**src/rtl/ifetch_queue.sv**
```systemverilog
// ifetch_queue: sequential 32-bit instruction fetch feeding a DEPTH-entry {pc, inst} prefetch queue, with flushing redirect
module ifetch_queue #(
  parameter int DEPTH = 4,
  parameter logic [31:0] RESET_PC = 32'h8000_0000,
  parameter int MEM_LATENCY = 1
) (
  input  logic                     clock,
  input  logic                     reset,
  input  logic                     redirect_valid,
  input  logic [31:0]              redirect_pc,
  output logic                     out_valid,
  input  logic                     out_ready,
  output logic [31:0]              out_pc,
  output logic [31:0]              out_inst,
  output logic [$clog2(DEPTH):0]   out_count
);
  localparam int AW = $clog2(DEPTH);
  localparam int LW = MEM_LATENCY > 1 ? $clog2(MEM_LATENCY) : 1;
  function automatic logic [31:0] rvcpu_pmem_ifetch(input logic [31:0] raddr);
    return raddr ^ 32'hA5A5_A5A5;
  endfunction
  typedef enum logic {REQ, WAIT} state_t;
  state_t        state;
  logic [31:0]   fetch_pc, resp_inst;
  logic [LW-1:0] lat_cnt;
  logic [AW-1:0] rd_ptr, wr_ptr;
  logic [AW:0]   count;
  logic [31:0]   pc_q [DEPTH];
  logic [31:0]   inst_q [DEPTH];
  logic          resp, byp, push, pop, issue;
  always_comb begin
    resp = state == WAIT && lat_cnt == '0 && !redirect_valid;
    resp_inst = '0;
    if (resp) resp_inst = rvcpu_pmem_ifetch(fetch_pc);
`ifdef IFQ_BYPASS_EN
    byp = resp && count == '0;
`else
    byp = 1'b0;
`endif
    push = resp && !(byp && out_ready);
    pop = count != '0 && out_ready && !redirect_valid;
    issue = state == REQ && count != (AW+1)'(DEPTH) && !redirect_valid;
  end
  assign out_valid = count != '0 || byp;
  assign out_pc = byp ? fetch_pc : pc_q[rd_ptr];
  assign out_inst = byp ? resp_inst : inst_q[rd_ptr];
  assign out_count = count;
  always_ff @(posedge clock or posedge reset)
    if (reset) begin
      state <= REQ;
      fetch_pc <= RESET_PC;
      lat_cnt <= '0;
      rd_ptr <= '0;
      wr_ptr <= '0;
      count <= '0;
    end else if (redirect_valid) begin
      state <= REQ;
      fetch_pc <= redirect_pc & 32'hFFFF_FFFC;
      rd_ptr <= '0;
      wr_ptr <= '0;
      count <= '0;
    end else begin
      if (issue) begin
        state <= WAIT;
        lat_cnt <= LW'(MEM_LATENCY - 1);
      end else if (state == WAIT) begin
        if (lat_cnt != '0) lat_cnt <= lat_cnt - 1'b1;
        else begin
          state <= REQ;
          fetch_pc <= fetch_pc + 32'd4;
        end
      end
      if (push) wr_ptr <= wr_ptr + 1'b1;
      if (pop) rd_ptr <= rd_ptr + 1'b1;
      count <= count + (AW+1)'(push) - (AW+1)'(pop);
    end
  always_ff @(posedge clock)
    if (push) begin
      pc_q[wr_ptr] <= fetch_pc;
      inst_q[wr_ptr] <= resp_inst;
    end
endmodule

```
**config.mk**
```make
export PLATFORM = sky130hd
export DESIGN_NAME = ifetch_queue
export DESIGN_NICKNAME = d
export VERILOG_FILES = /design/src/rtl/ifetch_queue.sv
export SDC_FILE = /design/constraint.sdc
export NUM_CORES = 1
export LEC_CHECK = 0
export BUFFER_PORTS_ARGS = -buffer_cell sky130_fd_sc_hd__buf_2
export CAP_MARGIN = 20
export CORE_MARGIN = 8
export CORE_UTILIZATION = 59
export CTS_CLUSTER_SIZE = 20
export DETAILED_ROUTE_END_ITERATION = 16
export GPL_TIMING_DRIVEN = 0
export PLACE_DENSITY = 0.91
export SLEW_MARGIN = 25
export SYNTH_ARGS = -nofsm -noshare
export SYNTH_HDL_FRONTEND = slang
export SYNTH_SLANG_ARGS = --single-unit
```
**constraint.sdc**
```tcl
create_clock -name clock -period 3.65 [get_ports clock]
set_input_delay 0.5475 -clock clock [delete_from_list [all_inputs] [get_ports clock]]
set_output_delay 0.5475 -clock clock [all_outputs]
set_load 0.005 [all_outputs]
```
==> impl_metrics.json, run 1 <==
{
  "synth_common_cells": "248 x edfxtp_1, 62 x mux4_2, 42 x nor2_1",
  "max_freq_ghz": 0.3078,
  "wire_per_inst_um": 26.26,
  "synth_seq_cells": 286,
  "holdWs_ns": 0.2272,
  "yosys.area.top_type": "edfxtp_1",
  "rows": 50,
  "ant_nets": 0,
  "setup_viol": 0,
  "power_density_mw_per_mm2": 623.2,
  "cts.htree.levels": 1,
  "layout.area.seq_mm2": 0.008399,
  "min_from": "redirect_pc[23]",
  "layout.nets": 802,
  "hold_depth": 3,
  "ys_types": 44,
  "cts_made_buffers": 27,
  "r2r_start": "state$_DFF_PP0_",
  "worstPathRequired_ns": 4.05,
  "clock_latency_ns": 0.54,
  "via_per_inst": 6.557,
  "end_kind": "register",
  "syn_area_mm2": 0.01135,
  "num_antenna_cells": 0,
  "crit_type": "register to register",
  "finalPower_mw": 8.199,
  "area_delta_synth_final_pct": 15.96,
  "worstHoldEndpoint": "fetch_pc[23]$_DFFE_PP0P_",
  "die_h_um": 154.7,
  "worst_pin_slew_ns": 0.8562,
  "antenna_found_initial": 0,
  "netlist_instances": 620,
  "ys_seq_area_frac": 0.7403,
  "crit_fanout": 10,
  "grt_pass1_wl_um": 40630,
  "max-vdd-ir-drop_mv": 0.3985,
  "die_area_mm2": 0.02392,
  "n_fill_cell": 1084,
  "async_flop_share": 0.1329,
  "first_pass_iters": 6,
  "grt_usage": 0.2230,
  "start_util": 0.6045,
  "multi_input_area_mm2": 0.002785,
  "finalHoldViolCount": 0,
  "synth_edf_count": 248,
  "critPathLaunchType": "register",
  "synth_warnings": 0,
  "leakagePower_nw": 4.540,
  "grt_pass1_vias": 6847,
  "critPathMaxStageDelay_ns": 0.46,
  "crit_chain": "buf_4, nor2b_2, clkinvlp_4, clkbuf_1, ha_1, inv_1, ha_1, inv_1, fa_1, xnor2_1, nor2_1",
  "vias": 6642,
  "synth_area_per_cell_um2": 18.30,
  "critical_path_arrival_ns": 3.65,
  "dp_hpwl_um": 16810,
  "synthTopCellsByArea": "edfxtp_1 66%, mux4_2 12%, dfrtp_1 8.2%",
  "grt_start_max_net_pins": 48,
  "cap_violations": 0,
  "synth_top_area_share": 0.6564,
  "rsz0062_at_grt": "false",
  "slew_headroom": 0.4248,
  "period_minus_slack_ns": 3.249,
  "clockBufferDepth": 3,
  "reg2reg_slack_ns": 0.40,
  "cts_tree": "built",
  "drive_gt1_frac": 0.2991,
  "grt-ovfl-total": 0,
  "status": "finished, final reports clean",
  "r2r-end": "out_count[2]$_DFF_PP0_",
  "wl_um": 26600,
  "routabilityCongestion": 0.9038,
  "yosysMostFrequentCell": "edfxtp_1",
  "slew_viol_final": 0,
  "hp-class": "input pin to register",
  "boundaryPins": 104,
  "initialDrtViolationCount": 824,
  "skew_ns": 0.01827,
  "synthFlopType": "edfxtp_1",
  "clkTransAtPathRegs_ns": 0.06,
  "core_area_mm2": 0.01877,
  "cts-root-buf": "clkbuf_16",
  "port_buffers": 98,
  "cts_sinks": 286,
  "fin_crit_sh": 0.8901,
  "ff2ff_path_depth": 11,
  "drc": 0,
  "die_width_um": 154.7,
  "slowest_stage": "nor2b_2"
}
-- worst max-delay path: cells and delay by family, from the launching register on --
family | cells | cell delay (ns)
buf+inv | 5 | 1.11
simple gates | 2 | 0.52
xor+xnor | 1 | 0.21
flops | 1 | 0.36
fa+ha+maj | 3 | 0.91
-- how the worst max path moves through the flow --
stage	from	end	slack (ns)	cells past startpoint
after floorplan	redirect_valid	inst_q[0][0]$_DFFE_PP_	0.68	3
after global placement	redirect_valid	pc_q[1][19]$_DFFE_PP_	-0.46	3
after detailed placement	redirect_valid	out_count[2]$_DFF_PP0_	-0.15	11
after CTS	state$_DFF_PP0_	out_count[2]$_DFF_PP0_	0.03	11
after global routing	state$_DFF_PP0_	out_count[2]$_DFF_PP0_	0.22	11
final	state$_DFF_PP0_	out_count[2]$_DFF_PP0_	0.40	11
-- kinds of logic after synthesis --
logic type      after synthesis  share of synthesized area
fa+ha+maj                     8                   0.009484
mux                          64                     0.1248
compound gates               40                    0.02283
simple gates                157                    0.07135
xor+xnor                     18                    0.01389
buf+inv                      46                    0.01698
other cells                   1                  0.0003305
flops                       286                     0.7403
-- layout make-up --
cell class                 instances  area share
buffer                            36     0.01179
timing repair buffer             104     0.04793
clock buffer                      32     0.05430
clock inverter                    18     0.01046
inverter                          10    0.003138
tap                              234     0.02225
sequential                       286      0.6384
multi-input combinational        293      0.2117
-- cell usage in the layout (no fill, tap or decap), types with 3 or more instances in the layout --
cell        instances
clkinv_4            4
o31ai_1             3
and3_1              5
edfxtp_1          248
clkbuf_1           27
and2_1             13
nand4_1            18
o311ai_0            4
xor2_1             12
buf_4               3
or4_1               6
buf_16              4
a31oi_1             8
or3_1               4
and2_4              4
o211ai_1            3
xnor2_1             6
conb_1              6
inv_1               8
nor2_1             42
clkinvlp_4          4
clkbuf_16          27
dfrtp_1            37
ha_1                7
buf_2             105
nand2_1            31
clkinv_1            3
clkinv_2            6
o21ai_0            17
nand3_1            18
mux4_2             62
-- flip-flops by register name, summed over array words and instances (netlist names) --
register and cells:
inst_q 128, pc_q 120, fetch_pc 30, out_count 3, rd_ptr 2, wr_ptr 2
state 1
-- per-stage QoR --
stage	cell area, um2	instances	TNS, ns	worst slack, ns	utilization
after global routing	13160	1013	0	0.2221	0.7010
after detailed placement	12290	962	-0.1627	-0.1529	0.6547
after floorplan	11360	625	0	0.6823	-
final	13160	1013	0	0.4013	0.7010
after CTS	13150	1013	0	0.02665	0.7007
after global placement	12150	957	-108.72	-0.4601	0.6473
-- power by group --
part / total (mW) / internal [mW] / switching [mW]
Combinational: 1.56 / 0.761 / 0.799
Sequential: 3.97 / 3.81 / 0.165
Clock: 2.67 / 1.48 / 1.19
Total: 8.20 / 6.05 / 2.15
-- timing repair --
| action | 4_1_cts | 5_1_grt |
|---|---|---|
| gates resized for setup | 0 | 2 |
| hold buffers | 1 | 0 |
| setup endpoints to repair | 0 | 2 |
| hold endpoints to repair | 12 | 0 |
| buffers inserted | 0 | 0 |
-- layer usage --
metal  up-vias  global-route usage  wire length (um)
met1      3347              0.2792              9784
met5         -                   0                 0
li1       2734                   -                 -
met2       475              0.3701             13220
met3        86             0.05015              2513
met4         0             0.09706              1081
(Power assumes the default switching activity.)
==> run 2: changes to the inputs <==
- GPL_TIMING_DRIVEN: 0 -> unset
- clock period: 3.65 -> 3.45 ns (I/O delays scaled with it)
==> run 2 against run 1 <==
Against the previous run: routed wire length is 1.1% higher; utilization decreased by 0.17 points; register-to-register slack gained 0.02 ns; critical endpoint is now fetch_pc[23]$_DFFE_PP0P_; largest power group unchanged; highest routed layer unchanged.
==> impl_metrics.json, run 2 (synthesis results as in run 1) <==
{
  "crit_chain": "nand4_1, or3_1, o311ai_0, nand3_1",
  "n_fill_cell": 1086,
  "cap_violations": 0,
  "place_inst": 942,
  "boundaryPins": 104,
  "clkTransAtPathRegs_ns": 0.07,
  "rsz0062_at_grt": "false",
  "holdWs_ns": 0.1481,
  "die_area_mm2": 0.02392,
  "fin_crit_sh": 0.8778,
  "routabilityCongestion": 0.8584,
  "wl_um": 26890,
  "port_buffers": 99,
  "die_h_um": 154.7,
  "grt_start_max_net_pins": 55,
  "cts_made_buffers": 26,
  "core_area_mm2": 0.01877,
  "slowest_stage": "o311ai_0",
  "largestRegisters": "inst_q: 128 flops, pc_q: 120 flops, fetch_pc: 30 flops",
  "num_antenna_cells": 0,
  "area_delta_synth_final_pct": 15.67,
  "drive_gt1_frac": 0.3069,
  "worst_pin_slew_ns": 0.9789,
  "final_common_cell": "edfxtp_1",
  "critPathLaunchType": "register",
  "max-vdd-ir-drop_mv": 0.4047,
  "cts.repair.resized": 0,
  "cp_top_family": "simple AND/OR/NAND/NOR gates",
  "slew_headroom": 0.3391,
  "crit_type": "register to register",
  "cts-root-buf": "clkbuf_16",
  "drc": 0,
  "initialDrtViolationCount": 927,
  "skew_ns": 0.01557,
  "finalHoldViolCount": 0,
  "cts_setup_buffers": 0,
  "crit_buf_inv": 0,
  "final_cell_count_no_fill": 990,
  "hold_buffers": 0,
  "via_per_inst": 6.726,
  "first_pass_iters": 6,
  "die_width_um": 154.7,
  "regMostFlops": "inst_q",
  "hp-class": "input pin to asynchronous set/reset pin",
  "grt-ovfl-total": 0,
  "ant_nets": 0,
  "rows": 50,
  "period_minus_slack_ns": 3.029,
  "antenna_found_initial": 0,
  "setup_tns_ns": 0,
  "clock_latency_ns": 0.53,
  "vias": 6659,
  "grt_usage": 0.2254,
  "setup_viol": 0,
  "max_freq_ghz": 0.3302,
  "grt_pass1_vias": 6792,
  "slew_viol_final": 0,
  "cts_sinks": 286,
  "dp_hpwl_um": 16110,
  "end_kind": "register",
  "power_density_mw_per_mm2": 675.9,
  "leakagePower_nw": 4.546,
  "wire_per_inst_um": 27.16,
  "status": "finished, final reports clean",
  "crit_fanout": 17,
  "start_util": 0.6045,
  "clockBufferDepth": 3,
  "layout.nets": 780,
  "largest_reg_flops": 128,
  "worstPathRequired_ns": 3.76,
  "final_cell_mix": "248 x edfxtp_1, 99 x buf_2, 62 x mux4_2",
  "critical_path_arrival_ns": 3.34,
  "cts.htree.levels": 1,
  "grt_pass1_wl_um": 41070,
  "critPathMaxStageDelay_ns": 0.94,
  "cts_tree": "built"
}
run 2: metal layers:
layer	vias up	global-route usage	part of all wire	routed length, um
li1	2685	-	-	-
met4	0	0.08073	0.038	1033
met3	96	0.04792	0.094	2525
met2	486	0.3776	0.50	13370
met5	-	0	0	0
met1	3392	0.2879	0.37	9966
run 2: worst paths after layout:
check | start | endpoint | slack [ns] | depth (start not counted)
max | fetch_pc[7]$_DFFE_PP0P_ | fetch_pc[23]$_DFFE_PP0P_ | 0.42 | 4
min | reset | wr_ptr[1]$_DFFE_PP0P_ | 0.15 | 2
max reg2reg | fetch_pc[7]$_DFFE_PP0P_ | fetch_pc[23]$_DFFE_PP0P_ | 0.42 | 4
min reg2reg | out_count[2]$_DFF_PP0_ | state$_DFF_PP0_ | 0.61 | 1
max in group asynchronous | reset | fetch_pc[13]$_DFFE_PP0P_ | 2.51 | 3
min in group clock | redirect_pc[5] | fetch_pc[5]$_DFFE_PP0P_ | 0.21 | 3
run 2: area by class of cell:
type | count | area, um2 | share of cell area
Tap cell | 234 | 292.8 | 0.02231
Timing Repair Buffer | 119 | 708.2 | 0.05396
Sequential cell | 286 | 8404 | 0.6404
Inverter | 10 | 37.54 | 0.002860
Clock inverter | 12 | 153.9 | 0.01173
Clock buffer | 36 | 749.5 | 0.05711
Multi-Input combinational cell | 293 | 2778 | 0.2117
run 2: stage by stage:
step / power (mW) / cell area (um2) / utilization / setup slack (ns)
final: 8.871 / 13120 / 0.6993 / 0.4214
after global routing: 9.180 / 13120 / 0.6993 / 0.3720
after CTS: 8.910 / 13120 / 0.6993 / 0.4498
after detailed placement: 5.914 / 12220 / 0.6511 / 0.8253
after global placement: 5.826 / 12220 / 0.6511 / 0.8830
after floorplan: 5.224 / 11360 / - / 0.5123
run 2: power breakdown:
group / internal, mW / switching (mW) / total [mW] / leakage (nW)
clock network: 1.81 / 1.21 / 3.02 / 0.443
logic: 0.812 / 0.732 / 1.54 / 1.37
registers: 4.03 / 0.278 / 4.31 / 2.74
==> run 3: changes to the inputs <==
- CORE_UTILIZATION: 59 -> 63
- PLACE_DENSITY: 0.91 -> 0.95
- clock period: 3.45 -> 3.5 ns (I/O delays scaled with it)
==> run 3 against run 2 <==
Against the previous run: cell area fell by 1.2%; non-clock buffer count down 5; flip-flop and latch count stayed put; first-iteration DRC count is 30% higher; clock power is 11% lower; clock-buffer cell count is 4 lower; hold slack improved by 0.027 ns; die area decreased by 5.7%; worst setup slack improved by 0.30 ns; critical path depth fell by 1; global-route usage increased by 2.8 points; largest cell class unchanged; highest routed layer unchanged.
==> impl_metrics.json, run 3 (synthesis results as in run 1) <==
{
  "status": "finished, final reports clean",
  "cts_tree": "built",
  "drive_gt1_frac": 0.2996,
  "setup_viol": 0,
  "cts_setup_buffers": 0,
  "swShare": 0.2608,
  "first_pass_iters": 6,
  "combPwrFrac": 0.187,
  "layout.area.seq_mm2": 0.008404,
  "ff2ff_path_depth": 5,
  "clock_latency_ns": 0.53,
  "max_freq_ghz": 0.3605,
  "grt_start_max_net_pins": 63,
  "die_width_um": 150.2,
  "cts-root-buf": "clkbuf_16",
  "num_antenna_cells": 0,
  "rsz0062_at_grt": "false",
  "clkTransAtPathRegs_ns": 0.07,
  "hold_buffers": 0,
  "holdWs_ns": 0.1750,
  "worst_pin_slew_ns": 0.8720,
  "p_clk_frac": 0.318,
  "cts_made_buffers": 26,
  "p_seq_frac": 0.495,
  "period_minus_slack_ns": 2.774,
  "antenna_found_initial": 0,
  "start_util": 0.6359,
  "boundaryPins": 104,
  "cts.repair.resized": 0,
  "rows": 49,
  "final_common_cell": "edfxtp_1",
  "slowest_stage": "mux4_2",
  "vias": 6758,
  "critical_path_arrival_ns": 2.25,
  "wire_per_inst_um": 28.54,
  "fin_crit_sh": 0.7926,
  "grt_usage": 0.2529,
  "dp_hpwl_um": 15790,
  "area_delta_synth_final_pct": 14.31,
  "regMostFlops": "inst_q",
  "via_per_inst": 6.896,
  "die_h_um": 150.2,
  "power_density_mw_per_mm2": 650.7,
  "die_area_mm2": 0.02256,
  "max-vdd-ir-drop_mv": 0.5148,
  "layout.nets": 775,
  "fin_util": 0.7270,
  "setup_tns_ns": 0,
  "grt-ovfl-total": 0,
  "multi_input_area_mm2": 0.002778,
  "p_int_mw": 6.239,
  "routabilityCongestion": 0.8999,
  "cts_sinks": 286,
  "cts.htree.levels": 1,
  "critPathLaunchType": "register",
  "p_sw_mw": 2.201,
  "largest_reg_flops": 128,
  "slew_headroom": 0.4142,
  "crit_fanout": 62,
  "crit_chain": "buf_12, mux4_2, buf_2",
  "drc": 0,
  "n_fill_cell": 937,
  "core_area_mm2": 0.01784,
  "initialDrtViolationCount": 1208,
  "critPathMaxStageDelay_ns": 0.65,
  "hp-class": "input pin to asynchronous set/reset pin",
  "grt_pass1_vias": 6815,
  "worstPathRequired_ns": 2.97,
  "wl_um": 27970,
  "final_cell_mix": "248 x edfxtp_1, 99 x buf_2, 62 x mux4_2",
  "grt_pass1_wl_um": 42360,
  "cap_violations": 0,
  "end_kind": "primary output",
  "port_buffers": 99,
  "skew_ns": 0.01627,
  "slew_viol_final": 0,
  "clockBufferDepth": 3,
  "largestRegisters": "inst_q: 128 flops, pc_q: 120 flops, fetch_pc: 30 flops",
  "ant_nets": 0,
  "finalHoldViolCount": 0,
  "crit_type": "register to primary output",
  "leakagePower_nw": 4.458
}
==> run 3: layout make-up <==
class / count / area share
inverter: 10 / 0.002894
clock inverter: 16 / 0.008586
multi-input combinational: 293 / 0.2142
sequential: 286 / 0.6480
clock buffer: 32 / 0.05354
timing repair buffer: 114 / 0.05074
tap: 229 / 0.02209
==> run 3: final timing paths <==
kind | to | slack, ns | start
setup reg to reg | fetch_pc[24]$_DFFE_PP0P_ | 0.86 | fetch_pc[2]$_DFFE_PP0P_
hold reg to reg | state$_DFF_PP0_ | 0.53 | out_count[2]$_DFF_PP0_
setup / recovery | out_pc[30] | 0.73 | rd_ptr[0]$_DFFE_PP0P_
hold / removal | fetch_pc[30]$_DFFE_PP0P_ | 0.18 | reset
max in group asynchronous | fetch_pc[11]$_DFFE_PP0P_ | 2.53 | reset
min in group clock | fetch_pc[5]$_DFFE_PP0P_ | 0.23 | redirect_pc[5]
==> run 3: power groups by stage <==
| stage | Sequential (mW) | Combinational, mW | Clock (mW) |
|---|---|---|---|
| floorplan | 4.14 | 1.01 | 0 |
| global placement | 4.19 | 1.52 | 0 |
| detailed placement | 4.23 | 1.58 | 0 |
| CTS | 4.17 | 1.61 | 2.68 |
| global route | 4.19 | 1.70 | 2.83 |
| finish | 4.18 | 1.58 | 2.68 |
==> run 3: routing by layer <==
layer  track usage  wire (um)
met1        0.3303       9834
met4       0.09045        989
met3       0.04148       2901
met2        0.4261      14240
met5             0          0
==> run 3: stage by stage <==
step / instance area [um2] / worst slack (ns) / std cells / total power [mW]
floorplan: 11360 / 0.5548 / 625 / 5.150
global placement: 12160 / 1.144 / 932 / 5.714
detailed placement: 12160 / 1.086 / 932 / 5.806
CTS: 12970 / 0.7308 / 980 / 8.462
global route: 12970 / 0.6429 / 980 / 8.716
finish: 12970 / 0.7259 / 980 / 8.440
==> run 3: critical path: cells and delay by family (launching register included) <==
kind	cells	cell delay (ns)
buffers and inverters	2	0.61
flip-flops	1	0.44
multiplexers	1	0.65
